==> src/rtl/index_table_builder.sv <==
`default_nettype none
// ============================================================================
// Module      : index_table_builder
// Description : Groups sparsity mask words, converts each group's non-zero
//               count into activation rows and writes an exclusive prefix sum
//               of rows into the index table, with a 3-cycle mask-control tap.
// Revision    : 1.0 - initial release
// ============================================================================
module index_table_builder #(
    parameter int MEM_BW           = 128,
    parameter int MASKS_PER_GROUP  = 2,
    parameter int ROW_ELEMS        = 16,
    parameter int ADDR_WIDTH_ACT   = 14,
    parameter int ADDR_WIDTH_MASKS = 11,
    parameter int ADDR_WIDTH_IDX   = 10
) (
    input  logic                        clk,
    input  logic                        arst_n_in,
    input  logic                        clear,
    input  logic [MEM_BW-1:0]           masks,
    input  logic                        mask_valid,
    input  logic                        mask_last,
    input  logic [ADDR_WIDTH_MASKS-1:0] mask_addr,
    output logic                        idx_we,
    output logic [ADDR_WIDTH_IDX-1:0]   idx_addr,
    output logic [ADDR_WIDTH_ACT-1:0]   idx_data,
    output logic [31:0]                 activation_rows_total,
    output logic                        delayed_valid,
    output logic [ADDR_WIDTH_MASKS-1:0] delayed_mask_addr,
    output logic                        done,
    output logic                        overflow
);

    localparam int c_acc_w  = $clog2(MEM_BW * MASKS_PER_GROUP) + 1;
    localparam int c_pc_w   = $clog2(MEM_BW) + 1;
    localparam int c_wig_w  = (MASKS_PER_GROUP > 1) ? $clog2(MASKS_PER_GROUP) : 1;
    localparam int c_row_sh = $clog2(ROW_ELEMS);
    localparam logic [c_wig_w-1:0] c_wig_last = c_wig_w'(MASKS_PER_GROUP - 1);
    localparam logic [32:0]        c_act_lim  = 33'(1) << ADDR_WIDTH_ACT;

    // Stage 1: input capture
    logic [MEM_BW-1:0]           r_s1_masks;
    logic                        r_s1_valid;
    logic                        r_s1_last;
    logic [ADDR_WIDTH_MASKS-1:0] r_s1_addr;

    // Stage 2: group accumulation
    logic [c_wig_w-1:0]          r_wig;
    logic [c_acc_w-1:0]          r_acc;
    logic                        r_s2_valid;
    logic                        r_s2_close;
    logic                        r_s2_last;
    logic [ADDR_WIDTH_MASKS-1:0] r_s2_addr;

    // Stage 3: row conversion and table write
    logic                        r_idx_we;
    logic [ADDR_WIDTH_IDX-1:0]   r_idx_addr;
    logic [ADDR_WIDTH_ACT-1:0]   r_idx_data;
    logic [31:0]                 r_total;
    logic [ADDR_WIDTH_IDX-1:0]   r_grp;
    logic                        r_done;
    logic                        r_overflow;
    logic                        r_dvalid;
    logic [ADDR_WIDTH_MASKS-1:0] r_daddr;

    logic [c_pc_w-1:0]           w_popcount;
    logic [c_acc_w-1:0]          w_acc_next;
    logic                        w_close;
    logic [31:0]                 w_rows;
    logic [32:0]                 w_sum;
    logic                        w_total_ovf;
    logic                        w_grp_wrap;

    always_ff @(posedge clk or negedge arst_n_in) begin
        if (!arst_n_in) begin
            r_s1_masks <= '0;
            r_s1_valid <= 1'b0;
            r_s1_last  <= 1'b0;
            r_s1_addr  <= '0;
        end else if (clear) begin
            r_s1_masks <= '0;
            r_s1_valid <= 1'b0;
            r_s1_last  <= 1'b0;
            r_s1_addr  <= '0;
        end else begin
            r_s1_valid <= mask_valid;
            r_s1_last  <= mask_last;
            r_s1_addr  <= mask_addr;
            if (mask_valid) begin
                r_s1_masks <= masks;
            end
        end
    end

    always_comb begin
        w_popcount = '0;
        for (int i = 0; i < MEM_BW; i++) begin
            w_popcount = w_popcount + c_pc_w'(r_s1_masks[i]);
        end
    end

    assign w_acc_next = (r_wig == '0) ? c_acc_w'(w_popcount)
                                      : r_acc + c_acc_w'(w_popcount);
    assign w_close    = r_s1_last || (r_wig == c_wig_last);

    always_ff @(posedge clk or negedge arst_n_in) begin
        if (!arst_n_in) begin
            r_wig      <= '0;
            r_acc      <= '0;
            r_s2_valid <= 1'b0;
            r_s2_close <= 1'b0;
            r_s2_last  <= 1'b0;
            r_s2_addr  <= '0;
        end else if (clear) begin
            r_wig      <= '0;
            r_acc      <= '0;
            r_s2_valid <= 1'b0;
            r_s2_close <= 1'b0;
            r_s2_last  <= 1'b0;
            r_s2_addr  <= '0;
        end else begin
            r_s2_valid <= r_s1_valid;
            r_s2_addr  <= r_s1_addr;
            r_s2_close <= r_s1_valid && w_close;
            r_s2_last  <= r_s1_valid && r_s1_last;
            // Gaps leave the word counter and accumulator untouched.
            if (r_s1_valid) begin
                r_acc <= w_acc_next;
                r_wig <= w_close ? '0 : r_wig + c_wig_w'(1);
            end
        end
    end

    // r_acc still holds the closed group's count while stage 3 consumes it.
    assign w_rows      = (32'(r_acc) + 32'(ROW_ELEMS - 1)) >> c_row_sh;
    assign w_sum       = {1'b0, r_total} + {1'b0, w_rows};
    assign w_total_ovf = (w_sum > c_act_lim);
    assign w_grp_wrap  = &r_grp;

    always_ff @(posedge clk or negedge arst_n_in) begin
        if (!arst_n_in) begin
            r_idx_we   <= 1'b0;
            r_idx_addr <= '0;
            r_idx_data <= '0;
            r_total    <= '0;
            r_grp      <= '0;
            r_done     <= 1'b0;
            r_overflow <= 1'b0;
            r_dvalid   <= 1'b0;
            r_daddr    <= '0;
        end else if (clear) begin
            r_idx_we   <= 1'b0;
            r_idx_addr <= '0;
            r_idx_data <= '0;
            r_total    <= '0;
            r_grp      <= '0;
            r_done     <= 1'b0;
            r_overflow <= 1'b0;
            r_dvalid   <= 1'b0;
            r_daddr    <= '0;
        end else begin
            r_idx_we <= r_s2_close;
            r_done   <= r_s2_close && r_s2_last;
            r_dvalid <= r_s2_valid;
            r_daddr  <= r_s2_addr;
            if (r_s2_close) begin
                r_idx_addr <= r_grp;
                r_idx_data <= r_total[ADDR_WIDTH_ACT-1:0];
                r_total    <= w_sum[31:0];
                r_grp      <= r_grp + ADDR_WIDTH_IDX'(1);
                if (w_total_ovf || w_grp_wrap) begin
                    r_overflow <= 1'b1;
                end
            end
        end
    end

    assign idx_we                = r_idx_we;
    assign idx_addr              = r_idx_addr;
    assign idx_data              = r_idx_data;
    assign activation_rows_total = r_total;
    assign delayed_valid         = r_dvalid;
    assign delayed_mask_addr     = r_daddr;
    assign done                  = r_done;
    assign overflow              = r_overflow;

endmodule
`default_nettype wire

==> config.mk <==
export PLATFORM = sky130hd
export DESIGN_NAME = index_table_builder
export DESIGN_NICKNAME = d
export VERILOG_FILES = /design/src/rtl/index_table_builder.sv
export SDC_FILE = /design/constraint.sdc
export NUM_CORES = 1
export LEC_CHECK = 0
export BUFFER_PORTS_ARGS = -buffer_cell sky130_fd_sc_hd__buf_2
export CAP_MARGIN = 5
export CORE_MARGIN = 3
export CORE_UTILIZATION = 55
export CTS_CLUSTER_DIAMETER = 50
export DETAILED_ROUTE_END_ITERATION = 6
export GPL_TIMING_DRIVEN = 0
export PLACE_DENSITY = 0.81
export SYNTH_ARGS = -nofsm -noshare
export SYNTH_HDL_FRONTEND = slang
export SYNTH_SLANG_ARGS = --single-unit
==> constraint.sdc <==
create_clock -name clk -period 11.55 [get_ports clk]
set_input_delay 1.155 -clock clk [delete_from_list [all_inputs] [get_ports clk]]
set_output_delay 1.155 -clock clk [all_outputs]
set_load 0.005 [all_outputs]
==> impl_results.md <==
* Die area at 28500 um^2
* Synth top area share at 42.3%
* Hold Violations, Final at 0
* Worst hold path type: in -> async
* Clk_lat worst skew at 0.55 ns
* Final clock skew at 0.0139 ns
* GRT Total Usage at 24.0%
* Setup violations, final at 0
* Setup CP Type: reg -> reg
* Max-slew violations at 0
* Synth Area per Inst at 10.8 um^2
* Largest net degree at the start of global routing at 114
* Worst path required time at 12.01 ns
* Crit share post-route at 74.5%
* Routed vias at 10400
* CTS tree: built
* Root Driver: clkbuf_16
* Global route total overflow at 0
* CP endpoint kind: register
* CTS buffer count at 30
* Mapped Nets at 1649
* Crit path DAT at 9.06 ns
* Via density per instance at 5.34
* WL final at 34000 um
* Residual DRC at 0
* Synth Register Bits at 246
* EDFF count, synth at 0
* Row cnt at 58
* Synthesis-to-finish area growth at 17.7%
* Synth area leader: dfrtp_1
* Iter 0 DRT Violations at 696
* Layout cells sized above 1 at 17.9%
* Antenna viol nets, final at 0
* Area of the core at 25600 um^2
* Syn Inst Count at 1348
* Initial core utilization at 56.8%
* Predominant post-synthesis flop cell: dfrtp_1
* Clock Path Buffers at 3
* Most frequent CP cell: fa_1
* Final min period at 8.61 ns
* Chip Width at 169 um
* Reg clk slew, reported paths at 0.06 ns
* Routability congestion estimate at 0.866
* IO buf count at 212
* Worst-path fanout max at 4
* Nets@finish at 1895
* Post-CTS setup buffer count at 0
* Vert. Die Dim at 169 um
* CP max stage delay at 0.57 ns
* Ys Warns at 0
* Post-CTS Hold Fix Bufs at 0
* Count of unique library cells instantiated by Yosys at 58
* DP Wirelength at 25800 um
* Fill count at 1858
* # IOs at 215
* Crit path max-delay family: adder cells
* Relative slew slack at 36.9%
* Setup_tns at 0 ns
* Async SR Flop Fraction at 100%
* Buf+Inv Stages, Crit Path at 7
* Least-Margin Pin Slew at 0.947 ns
* Status: completed
* CTS resizes at 0
* Commonest non-fill, non-tap cell in the layout: dfrtp_1
* Critical Path Start Type: register
* Htree depth at 1
* MaxCap Viol Count at 0
* Highest achievable clock rate at 0.116 GHz
* Routed wire per std cell at 17.5 um
* Drt first pass iters at 5
* First-pass GRT wire length at 55300 um
* Largest cells by area after synthesis: dfrtp_1, fa_1, mux2i_1
* Post-Syn Area at 14600 um^2
* Vias in the first global route at 10700
* Unrepaired setup endpoints after global routing: false
* Initial antenna violation count at 7
* Num Clock Sinks at 246
* Crit-path slowest cell: a2111oi_0
* Post-synthesis sequential area ratio at 42.3%
* Most frequent cells in the layout: dfrtp_1, nor2_1, buf_2
## through the flow
stage                     worst slack (ns)  std cells  utilization [%]  instance area (um^2)  hold WS, ns
after global placement                3.12       1890             62.6                 16000        0.441
after floorplan                       3.56       1348                -                 14600        0.428
after global routing                  2.46       1945             66.9                 17100        0.434
final                                 2.94       1945             66.9                 17100        0.439
after detailed placement              3.05       1892             62.8                 16100        0.446
after CTS                             2.96       1943             66.9                 17100        0.427
## state kept, by name (all words and copies together) (netlist names), 9 cells and up
name                   cells
r_s1_masks               128
activation_rows_total     32
r_grp                     10
r_s2_addr                 11
delayed_mask_addr         11
r_acc                      9
idx_data                  14
r_s1_addr                 11
idx_addr                  10
## metal layers
layer  GRT usage (%)  vias to the layer above  share of wire [%]
li1                -                     4805                  -
met1            33.0                     5203                 42
met2            40.6                      301                 50
met3            3.88                       66                5.6
met4            6.01                       10                2.3
met5               0                        -               0.16
## final timing paths
kind                                             from                                    to  slack, ns  cells past startpoint
max                        r_s1_masks[35]$_DFFE_PN0P_                  r_acc[7]$_DFFE_PN0P_       2.94                     29
min                                         arst_n_in  activation_rows_total[7]$_DFFE_PN0P_       0.44                      1
max reg2reg                r_s1_masks[35]$_DFFE_PN0P_                  r_acc[7]$_DFFE_PN0P_       2.94                     29
min reg2reg                    r_s2_addr[4]$_DFF_PN0_        delayed_mask_addr[4]$_DFF_PN0_       0.45                      1
max in group asynchronous                   arst_n_in           r_s1_masks[110]$_DFFE_PN0P_      10.28                      2
min in group clk               r_s2_addr[4]$_DFF_PN0_        delayed_mask_addr[4]$_DFF_PN0_       0.45                      1
## cells by family (layout without fill, tap and decap cells)
family | count (synthesis) | count (layout) | synth area share [%]
AO/OA/AOI/OAI | 85 | 85 | 4.41
adder cells (fa/ha/maj) | 157 | 157 | 19.5
AND/OR/NAND/NOR | 392 | 392 | 12.5
buffers and inverters | 249 | 514 | 6.62
flip-flops | 246 | 246 | 42.3
multiplexers | 166 | 166 | 11.4
XOR/XNOR | 53 | 53 | 3.19
other | 0 | 2 | 0
## layout make-up
cell class                      count  area, um^2  share of cell area, %
Clock buffer                       38         842                   4.91
Antenna cell                        2        5.00                 0.0292
Multi-Input combinational cell    853        7440                   43.4
Inverter                          183         687                   4.01
Sequential cell                   246        6160                   35.9
Timing Repair Buffer              214        1130                   6.57
Tap cell                          330         413                   2.41
Buffer                             66         277                   1.61
Clock inverter                     13         191                   1.12
## cell usage after synthesis, types with 10 or more instances
cell type  instances
nor3_1            10
dfrtp_1          246
nand4_1           18
xor2_1            23
nand2_1           35
nor2b_1           44
nand3_1           16
ha_1              40
clkbuf_1          42
mux2i_1          164
nor2_1           222
xnor2_1           30
o21ai_0           17
fa_1             117
a21oi_1           20
inv_1            183
buf_1             14
Power is not shown: default switching activity piles up to over one toggle a cycle in this logic, so the estimate is an artifact.
